## config.mk

```make
export PLATFORM = sky130hd
export DESIGN_NAME = executor_scheduler
export DESIGN_NICKNAME = d
export VERILOG_FILES = /design/src/rtl/executor_scheduler.sv
export SDC_FILE = /design/constraint.sdc
export NUM_CORES = 1
export LEC_CHECK = 0
export CORE_MARGIN = 10
export CORE_UTILIZATION = 50
export DETAILED_ROUTE_END_ITERATION = 8
export DONT_BUFFER_PORTS = 1
export PLACE_DENSITY = 0.66
export SLEW_MARGIN = 20
export SYNTH_ARGS = -nofsm -noshare
export SYNTH_HDL_FRONTEND = slang
export SYNTH_SLANG_ARGS = --single-unit
```

## constraint.sdc

```tcl
create_clock -name clk_i -period 6.6 [get_ports clk_i]
set_input_delay 0.66 -clock clk_i [delete_from_list [all_inputs] [get_ports clk_i]]
set_output_delay 0.66 -clock clk_i [all_outputs]
set_load 0.03 [all_outputs]
```

## src/rtl/executor_scheduler.sv

```systemverilog
// Dispatches the four piece executors one at a time over the shared write port.
// Ports: clk_i/reset_n_i, enable_i, req_i, exec_done_i -> exec_v_o, grant_o, busy_o, timeout_o, err_o, coalesce_cnt_o.
module executor_scheduler #(
  parameter int num_exec_p  = 4,
  parameter int timeout_p   = 255,
  parameter int cnt_width_p = 8
) (
  input  logic                   clk_i,
  input  logic                   reset_n_i,
  input  logic                   enable_i,
  input  logic [num_exec_p-1:0]  req_i,
  input  logic [num_exec_p-1:0]  exec_done_i,
  output logic [num_exec_p-1:0]  exec_v_o,
  output logic [num_exec_p-1:0]  grant_o,
  output logic                   busy_o,
  output logic                   timeout_o,
  output logic                   err_o,
  output logic [cnt_width_p-1:0] coalesce_cnt_o
);

  localparam int sel_w_lp = (num_exec_p > 1) ? $clog2(num_exec_p) : 1;
  localparam int sum_w_lp = cnt_width_p + num_exec_p;

  typedef enum logic [1:0] {
    eIDLE  = 2'd0,
    eIssue = 2'd1,
    eWait  = 2'd2
  } state_e;

  state_e                state_r, state_n;
  logic [sel_w_lp-1:0]   sel_r, sel_n;
  logic [15:0]           timer_r, timer_n;
  logic [num_exec_p-1:0] pending_r, pending_n;
  logic                  err_r, err_n;
  logic [cnt_width_p-1:0] cnt_r, cnt_n;

  logic [num_exec_p-1:0] sel_oh;
  logic [num_exec_p-1:0] clr;
  logic [num_exec_p-1:0] drop;
  logic [sel_w_lp-1:0]   low_idx;
  logic [sum_w_lp-1:0]   cnt_sum;
  logic                  sel_done;
  logic                  to_hit;

  assign sel_oh   = num_exec_p'(1) << sel_r;
  assign sel_done = exec_done_i[sel_r];
  assign to_hit   = (state_r == eWait) &&
                    (timer_r == 16'(timeout_p - 1)) &&
                    !sel_done;

  assign clr  = (state_r == eIssue) ? sel_oh : '0;
  assign drop = req_i & pending_r & ~clr;

  // Lowest pending index wins.
  always_comb begin
    low_idx = '0;
    for (int i = num_exec_p - 1; i >= 0; i--) begin
      if (pending_r[i]) low_idx = sel_w_lp'(i);
    end
  end

  // Several bits may be dropped in one cycle; each counts once.
  always_comb begin
    cnt_sum = sum_w_lp'(cnt_r);
    for (int i = 0; i < num_exec_p; i++) begin
      cnt_sum = cnt_sum + sum_w_lp'(drop[i]);
    end
  end

  always_comb begin
    pending_n = (pending_r & ~clr) | req_i;
    if (|cnt_sum[sum_w_lp-1:cnt_width_p]) cnt_n = '1;
    else                                 cnt_n = cnt_sum[cnt_width_p-1:0];
    if (!enable_i) begin
      pending_n = '0;
      cnt_n     = cnt_r;
    end
  end

  always_comb begin
    state_n = state_r;
    sel_n   = sel_r;
    timer_n = timer_r;
    err_n   = err_r | to_hit;
    unique case (state_r)
      eIDLE: begin
        if (enable_i && |pending_r) begin
          sel_n   = low_idx;
          state_n = eIssue;
        end
      end
      eIssue: begin
        timer_n = '0;
        state_n = sel_done ? eIDLE : eWait;
      end
      eWait: begin
        timer_n = timer_r + 16'd1;
        if (sel_done || to_hit) state_n = eIDLE;
      end
      default: state_n = eIDLE;
    endcase
  end

  always_ff @(posedge clk_i or negedge reset_n_i) begin
    if (!reset_n_i) begin
      state_r   <= eIDLE;
      sel_r     <= '0;
      timer_r   <= '0;
      pending_r <= '0;
      err_r     <= 1'b0;
      cnt_r     <= '0;
    end else begin
      state_r   <= state_n;
      sel_r     <= sel_n;
      timer_r   <= timer_n;
      pending_r <= pending_n;
      err_r     <= err_n;
      cnt_r     <= cnt_n;
    end
  end

  assign exec_v_o       = (state_r == eIssue) ? sel_oh : '0;
  assign grant_o        = (state_r != eIDLE) ? sel_oh : '0;
  assign busy_o         = (state_r != eIDLE);
  assign timeout_o      = to_hit;
  assign err_o          = err_r;
  assign coalesce_cnt_o = cnt_r;

endmodule

```

==> impl_metrics.csv, run 1 <==
group,metric,value,unit
clock_network,path_clk_slew,0.07,ns
min_path,hold_path.class,"primary input to asynchronous set/reset pin",
drt,first_iter_violations,65,
floorplan,dieHeight,82.6,µm
clock_network,cts_tree,"done",
clock_network,cts.repair.resized,0,
floorplan,dieWidth,82.6,µm
sta,maxSlewViolCount,0,
drt,drt.antenna.violating_nets,0,
yosys,synth_fa_ha_area_frac,0.0689,
yosys,synthCells,203,
yosys,synth_edf_count,0,
yosys,ys_seq_area_frac,0.421,
sta,final.setup.tns,0,ns
place,place_inst,244,
layout,stdcell_count,252,
sta,finalCritPeriodShare,0.597,
drt,vias,1458,
layout,nets,223,
clock_network,cts_sinks,33,
worst_setup_path,cp-end-kind,"register",
sta,fmax,254,MHz
drt,wl_per_cell,16.3,µm
sta,setup_violations,0,
clock_network,cts_buffers,5,
grt,grt_max_degree,34,
layout,diodes,0,
worst_setup_path,r2r_start,"state_r[1]$_DFFE_PN0P_",
worst_setup_path,reg2reg_depth,13,
clock_network,clk_latency,0.29,ns
yosys,synth_top_cell_area_share,0.421,
yosys,synth_area,1960,µm²
yosys,synth-simple-area-share,0.256,
worst_setup_path,r2r_slack,2.66,ns
pwr,p_leak,0.914,nW
drt,drc,0,
floorplan,core.rowCount,22,
layout,post-route-util,0.555,
yosys,synth_xor_area_frac,0.0402,
sta,fin_crit,3.94,ns
yosys,yosys_warnings,0,
yosys,synth_common_cells,"dfrtp_1, nand2_1, nor2_1, inv_1, nand3_1",
place,dp.final_hpwl,3.12,mm
grt,grt_pass1_wl,6.92,mm
sta,worst_pin_slew,1.08,ns
layout,finalInstanceArea,2060,µm²
worst_setup_path,worstSetupStartpointType,"register",
pwr,power,0.760,mW
yosys,synth_area_leaders,"dfrtp_1, ha_1, nand2_1, xor2_1, fa_1",
worst_setup_path,cp_max_fo,5,
place,placed_area,1980,µm²
drt,vias_per_cell,5.79,
sta,rsz0062_at_grt,"no",
drt,wl,4.10,mm
outcome,outcome,"complete, no violations",
yosys,synthesis.nets,223,
floorplan,core_area,3720,µm²
clock_network,htreeDepth,2,
yosys,ys_ff_latch,33,
place,place.gp.congestion,0.797,
floorplan,die_area,6830,µm²
layout,drive_gt1_frac,0.0882,
worst_setup_path,r2r_end,"coalesce_cnt_o[2]$_DFFE_PN0P_",
yosys,synth.distinct_cells,44,
clock_network,cts_hold_buf,0,
yosys,async_flop_share,1.00,
yosys,synth-compound-area-share,0.128,
yosys,yosysTopAreaCell,"dfrtp_1",
yosys,synth_flop_cell,"dfrtp_1",
floorplan,ioPinCount,30,
clock_network,clk_path_buf_depth,2,
run,drv_cap,0,
worst_setup_path,path_class,"register to register",
layout,syn_to_final_growth,5.17,%
worst_setup_path,endpoint,"coalesce_cnt_o[2]$_DFFE_PN0P_",
yosys,syn_area_per_cell,9.66,µm²
floorplan,start_util,0.528,
grt,grt_usage,0.129,
yosys,synth_most_common_cell,"dfrtp_1",
pwr,power.density,368,nW/µm²
worst_setup_path,worstPathArrival,4.15,ns
worst_setup_path,required,6.80,ns
layout,fill_cells,357,
yosys,muxShareOfSynthArea,0.0376,
clock_network,post_cts_buffers,0,
grt,first_global_vias,1448,
worst_setup_path,cp-startpoint,"state_r[1]$_DFFE_PN0P_",
grt,antenna_found_initial,0,
sta,timing.final.hold_violations,0,
drt,first_pass_iters,4,
sta,relSlewSlack,0.276,
yosys,synth_top_family_by_area,"simple AND/OR/NAND/NOR gates",
sta,clock_skew,0.00682,ns
place,port_buffers,0,
pwr,vdd_drop_max,0.194,mV
clock_network,root_buffer,"clkbuf_8",
grt,grt-ovfl-total,0,
-- worst max-delay path, stage by stage, from the launching register on --
cell and delay [ns]:
dfrtp_1 0.41, inv_1 0.11, ha_1 0.23, nor3b_1 0.89
nor2b_1 0.14, nand2_1 0.14, fa_1 0.45, fa_1 0.46
inv_1 0.08, fa_1 0.17, and3_1 0.20, and2_1 0.20
nand4_1 0.21, o21ai_0 0.16
-- kinds of logic (layout without fill, tap and decap cells) --
group                    after synthesis  after routing
AO/OA/AOI/OAI                         37             37
XOR/XNOR                               9              9
adder cells (fa/ha/maj)                9              9
buffers and inverters                 20             21
flip-flops                            33             33
multiplexers                           6              6
AND/OR/NAND/NOR                       89             89
-- routing by layer --
metal,wire length [µm],vias to the layer above,global-route usage
met4,40,0,0.0401
met3,315,5,0.0518
li1,-,722,-
met1,1780,702,0.156
met2,1960,29,0.205
met5,0,-,0
-- layout by cell type (no fill, tap or decap), types with 4 or more instances in the layout --
cell type and instances:
inv_1 13, nor3_1 4, clkbuf_8 5, and2_1 4, o21ai_0 8, nor2_1 14, xor2_1 7, mux2i_1 4
nand2_1 20, ha_1 6, and3_1 4, nor2b_1 6, dfrtp_1 33, a21oi_1 9, nand4_1 6, nand3_1 11
-- through the flow --
step	setup slack, ns	hold WS, ns
6_report	2.66	0.0594
3_3_place_gp	2.79	0.366
5_1_grt	2.35	0.0416
4_1_cts	2.62	0.0529
3_5_place_dp	2.64	0.366
2_1_floorplan	3.03	0.364
-- report_power, final --
part / leakage [nW] / internal (mW) / switching [mW]
clock: 0.0439 / 0.0727 / 0.0770
combinational: 0.441 / 0.0922 / 0.193
sequential: 0.429 / 0.237 / 0.0880
total: 0.914 / 0.402 / 0.358
-- sequential cells by signal, summed over array words and instances (netlist names) --
signal,count
sel_r,2
state_r,2
coalesce_cnt_o,8
err_o,1
timer_r,16
pending_r,4
-- final cells by class --
cell class	count	area [µm²]	area share
multi-input combinational	150	1040	0.505
sequential	33	826	0.400
clock buffer	5	68.8	0.0334
tap	48	60.1	0.0291
inverter	13	48.8	0.0237
clock inverter	3	17.5	0.00849
-- worst min-delay path by stage --
stage	startpoint	to	slack, ns
final	reset_n_i	timer_r[14]$_DFFE_PN0P_	0.06
after global routing	reset_n_i	timer_r[0]$_DFFE_PN0P_	0.04
after CTS	reset_n_i	err_o$_DFF_PN0_	0.05
after detailed placement	reset_n_i	timer_r[14]$_DFFE_PN0P_	0.37
after global placement	reset_n_i	timer_r[14]$_DFFE_PN0P_	0.37
after floorplan	reset_n_i	coalesce_cnt_o[0]$_DFFE_PN0P_	0.36
Power figures use the tool's default switching activity.
==> run 2, diff against run 1 <==
==> constraint.sdc (replaced) <==
create_clock -name clk_i -period 4.07 [get_ports clk_i]
set_input_delay 0.407 -clock clk_i [delete_from_list [all_inputs] [get_ports clk_i]]
set_output_delay 0.407 -clock clk_i [all_outputs]
set_load 0.03 [all_outputs]
==> impl_metrics.csv, run 2 (same netlist as run 1, synthesis figures left out) <==
group,metric,value,unit
outcome,outcome,"complete, no violations",
drt,first_iter_violations,63,
floorplan,start_util,0.528,
grt,antenna_found_initial,0,
clock_network,cts_sinks,33,
clock_network,clk_path_buf_depth,2,
floorplan,die_area,6830,µm²
sta,rsz0062_at_grt,"no",
sta,clock_skew,0.00869,ns
sta,final.setup.tns,0,ns
drt,first_pass_iters,4,
drt,drt.antenna.violating_nets,0,
pwr,vdd_drop_max,0.387,mV
worst_setup_path,cp-end-kind,"register",
min_path,hold_path.class,"primary input to register",
floorplan,core_area,3720,µm²
pwr,p_leak,0.953,nW
sta,setup_slack,0.698,ns
worst_setup_path,cp_top_family,"adder cells",
grt,first_global_vias,1471,
drt,vias_per_cell,5.75,
clock_network,post_cts_buffers,0,
min_path,min-delay-start,"enable_i",
sta,relSlewSlack,0.332,
sta,fmax,297,MHz
sta,maxSlewViolCount,0,
layout,syn_to_final_growth,8.99,%
layout,drive_gt1_frac,0.0962,
worst_setup_path,worstPathArrival,3.57,ns
worst_setup_path,crit_chain,"inv_1, ha_1, nor3b_1, buf_4, nor2b_1, nand2_1, fa_1, fa_1, inv_1, fa_1, and3_1, and2_1, nand4_1, o21ai_0",
run,drv_cap,0,
layout,diodes,0,
place,place.gp.congestion,0.810,
layout,nets,227,
pwr,power.density,618,nW/µm²
worst_setup_path,reg2reg_depth,14,
clock_network,cts_tree,"done",
clock_network,cts_buffers,5,
floorplan,dieHeight,82.6,µm
drt,vias,1472,
worst_setup_path,max_stage_delay,0.49,ns
grt,grt_pass1_wl,6.81,mm
min_path,hold_depth,1,
sta,fin_crit,3.37,ns
layout,largest_reg_flops,16,
worst_setup_path,cp_max_fo,5,
floorplan,ioPinCount,30,
drt,wl,4.14,mm
worst_setup_path,r2r_slack,0.70,ns
sta,finalCritPeriodShare,0.829,
clock_network,clk_latency,0.28,ns
min_path,min_to,"pending_r[2]$_DFF_PN0_",
place,dp.final_hpwl,3.08,mm
sta,timing.final.hold_violations,0,
worst_setup_path,worstSetupStartpointType,"register",
clock_network,htreeDepth,2,
grt,grt_usage,0.126,
clock_network,path_clk_slew,0.07,ns
grt,grt_max_degree,34,
sta,worst_pin_slew,0.999,ns
floorplan,dieWidth,82.6,µm
worst_setup_path,slowest_stage,"fa_1",
worst_setup_path,r2r_end,"coalesce_cnt_o[2]$_DFFE_PN0P_",
worst_setup_path,required,4.27,ns
layout,layout_commonest_cell,"dfrtp_1",
worst_setup_path,worstPathBufferInverterCount,3,
clock_network,root_buffer,"clkbuf_8",
layout,final_cell_mix,"dfrtp_1, nand2_1, nor2_1",
layout,fill_cells,328,
layout,top_register,"timer_r",
sta,setup_violations,0,
floorplan,core.rowCount,22,
grt,grt-ovfl-total,0,
worst_setup_path,critPathMostFrequentCell,"fa_1",
place,port_buffers,0,
worst_setup_path,path_class,"register to register",
drt,wl_per_cell,16.2,µm
worst_setup_path,r2r_start,"state_r[1]$_DFFE_PN0P_",
place,place_worst_setup_slack,0.707,ns
drt,drc,0,
run 2: final cells by class:
cell class	count	area, µm²	area share
multi-input cells	150	1040	0.487
flip-flops and latches	33	826	0.386
clock buffers	7	86.3	0.0404
well taps	48	60.1	0.0281
inverters	13	48.8	0.0228
repair buffers	4	45.0	0.0211
clock inverters	1	30.0	0.0140
run 2: layer usage:
| metal | GRT usage | part of all wire | up-vias |
|---|---|---|---|
| li1 | - | - | 728 |
| met1 | 0.150 | 0.43 | 713 |
| met2 | 0.209 | 0.49 | 29 |
| met3 | 0.0421 | 0.071 | 2 |
| met4 | 0.0435 | 0.0077 | 0 |
| met5 | 0 | 0 | - |
run 2: how the worst max path moves through the flow:
stage	depth (start not counted)	slack (ns)	from	endpoint
after floorplan	13	0.50	state_r[1]$_DFFE_PN0P_	coalesce_cnt_o[2]$_DFFE_PN0P_
after global placement	14	0.90	state_r[1]$_DFFE_PN0P_	coalesce_cnt_o[2]$_DFFE_PN0P_
after detailed placement	14	0.71	state_r[1]$_DFFE_PN0P_	coalesce_cnt_o[2]$_DFFE_PN0P_
after CTS	14	0.69	state_r[1]$_DFFE_PN0P_	coalesce_cnt_o[2]$_DFFE_PN0P_
after global routing	14	0.44	state_r[1]$_DFFE_PN0P_	coalesce_cnt_o[2]$_DFFE_PN0P_
final	14	0.70	state_r[1]$_DFFE_PN0P_	coalesce_cnt_o[2]$_DFFE_PN0P_
run 2: timing repair:
item | 4_1_cts | 5_1_grt
hold buffers | 2 | 0
gates resized for setup | 0 | 0
endpoints found under the hold margin | 33 | 0
run 2: power breakdown:
part / switching [mW] / total (mW) / internal, mW
registers: 0.140 / 0.524 / 0.384
logic: 0.320 / 0.482 / 0.162
clock network: 0.117 / 0.316 / 0.200
total: 0.577 / 1.32 / 0.746
run 2: per-stage QoR:
stage | cell area (µm²) | power, mW | std cells | hold slack [ns] | util
2_1_floorplan | 1960 | 0.931 | 203 | 0.111 | -
3_3_place_gp | 1990 | 0.986 | 246 | 0.113 | 0.536
3_5_place_dp | 1990 | 1.01 | 246 | 0.113 | 0.536
4_1_cts | 2140 | 1.34 | 256 | 0.236 | 0.575
5_1_grt | 2140 | 1.42 | 256 | 0.236 | 0.575
6_report | 2140 | 1.32 | 256 | 0.242 | 0.575
run 2: worst register-to-register path, cell delays in order, from the launching register on:
cell	delay [ns]
dfrtp_1	0.38
inv_1	0.09
ha_1	0.24
nor3b_1	0.16
buf_4	0.18
nor2b_1	0.16
nand2_1	0.10
fa_1	0.49
fa_1	0.46
inv_1	0.08
fa_1	0.18
and3_1	0.20
and2_1	0.20
nand4_1	0.22
o21ai_0	0.16
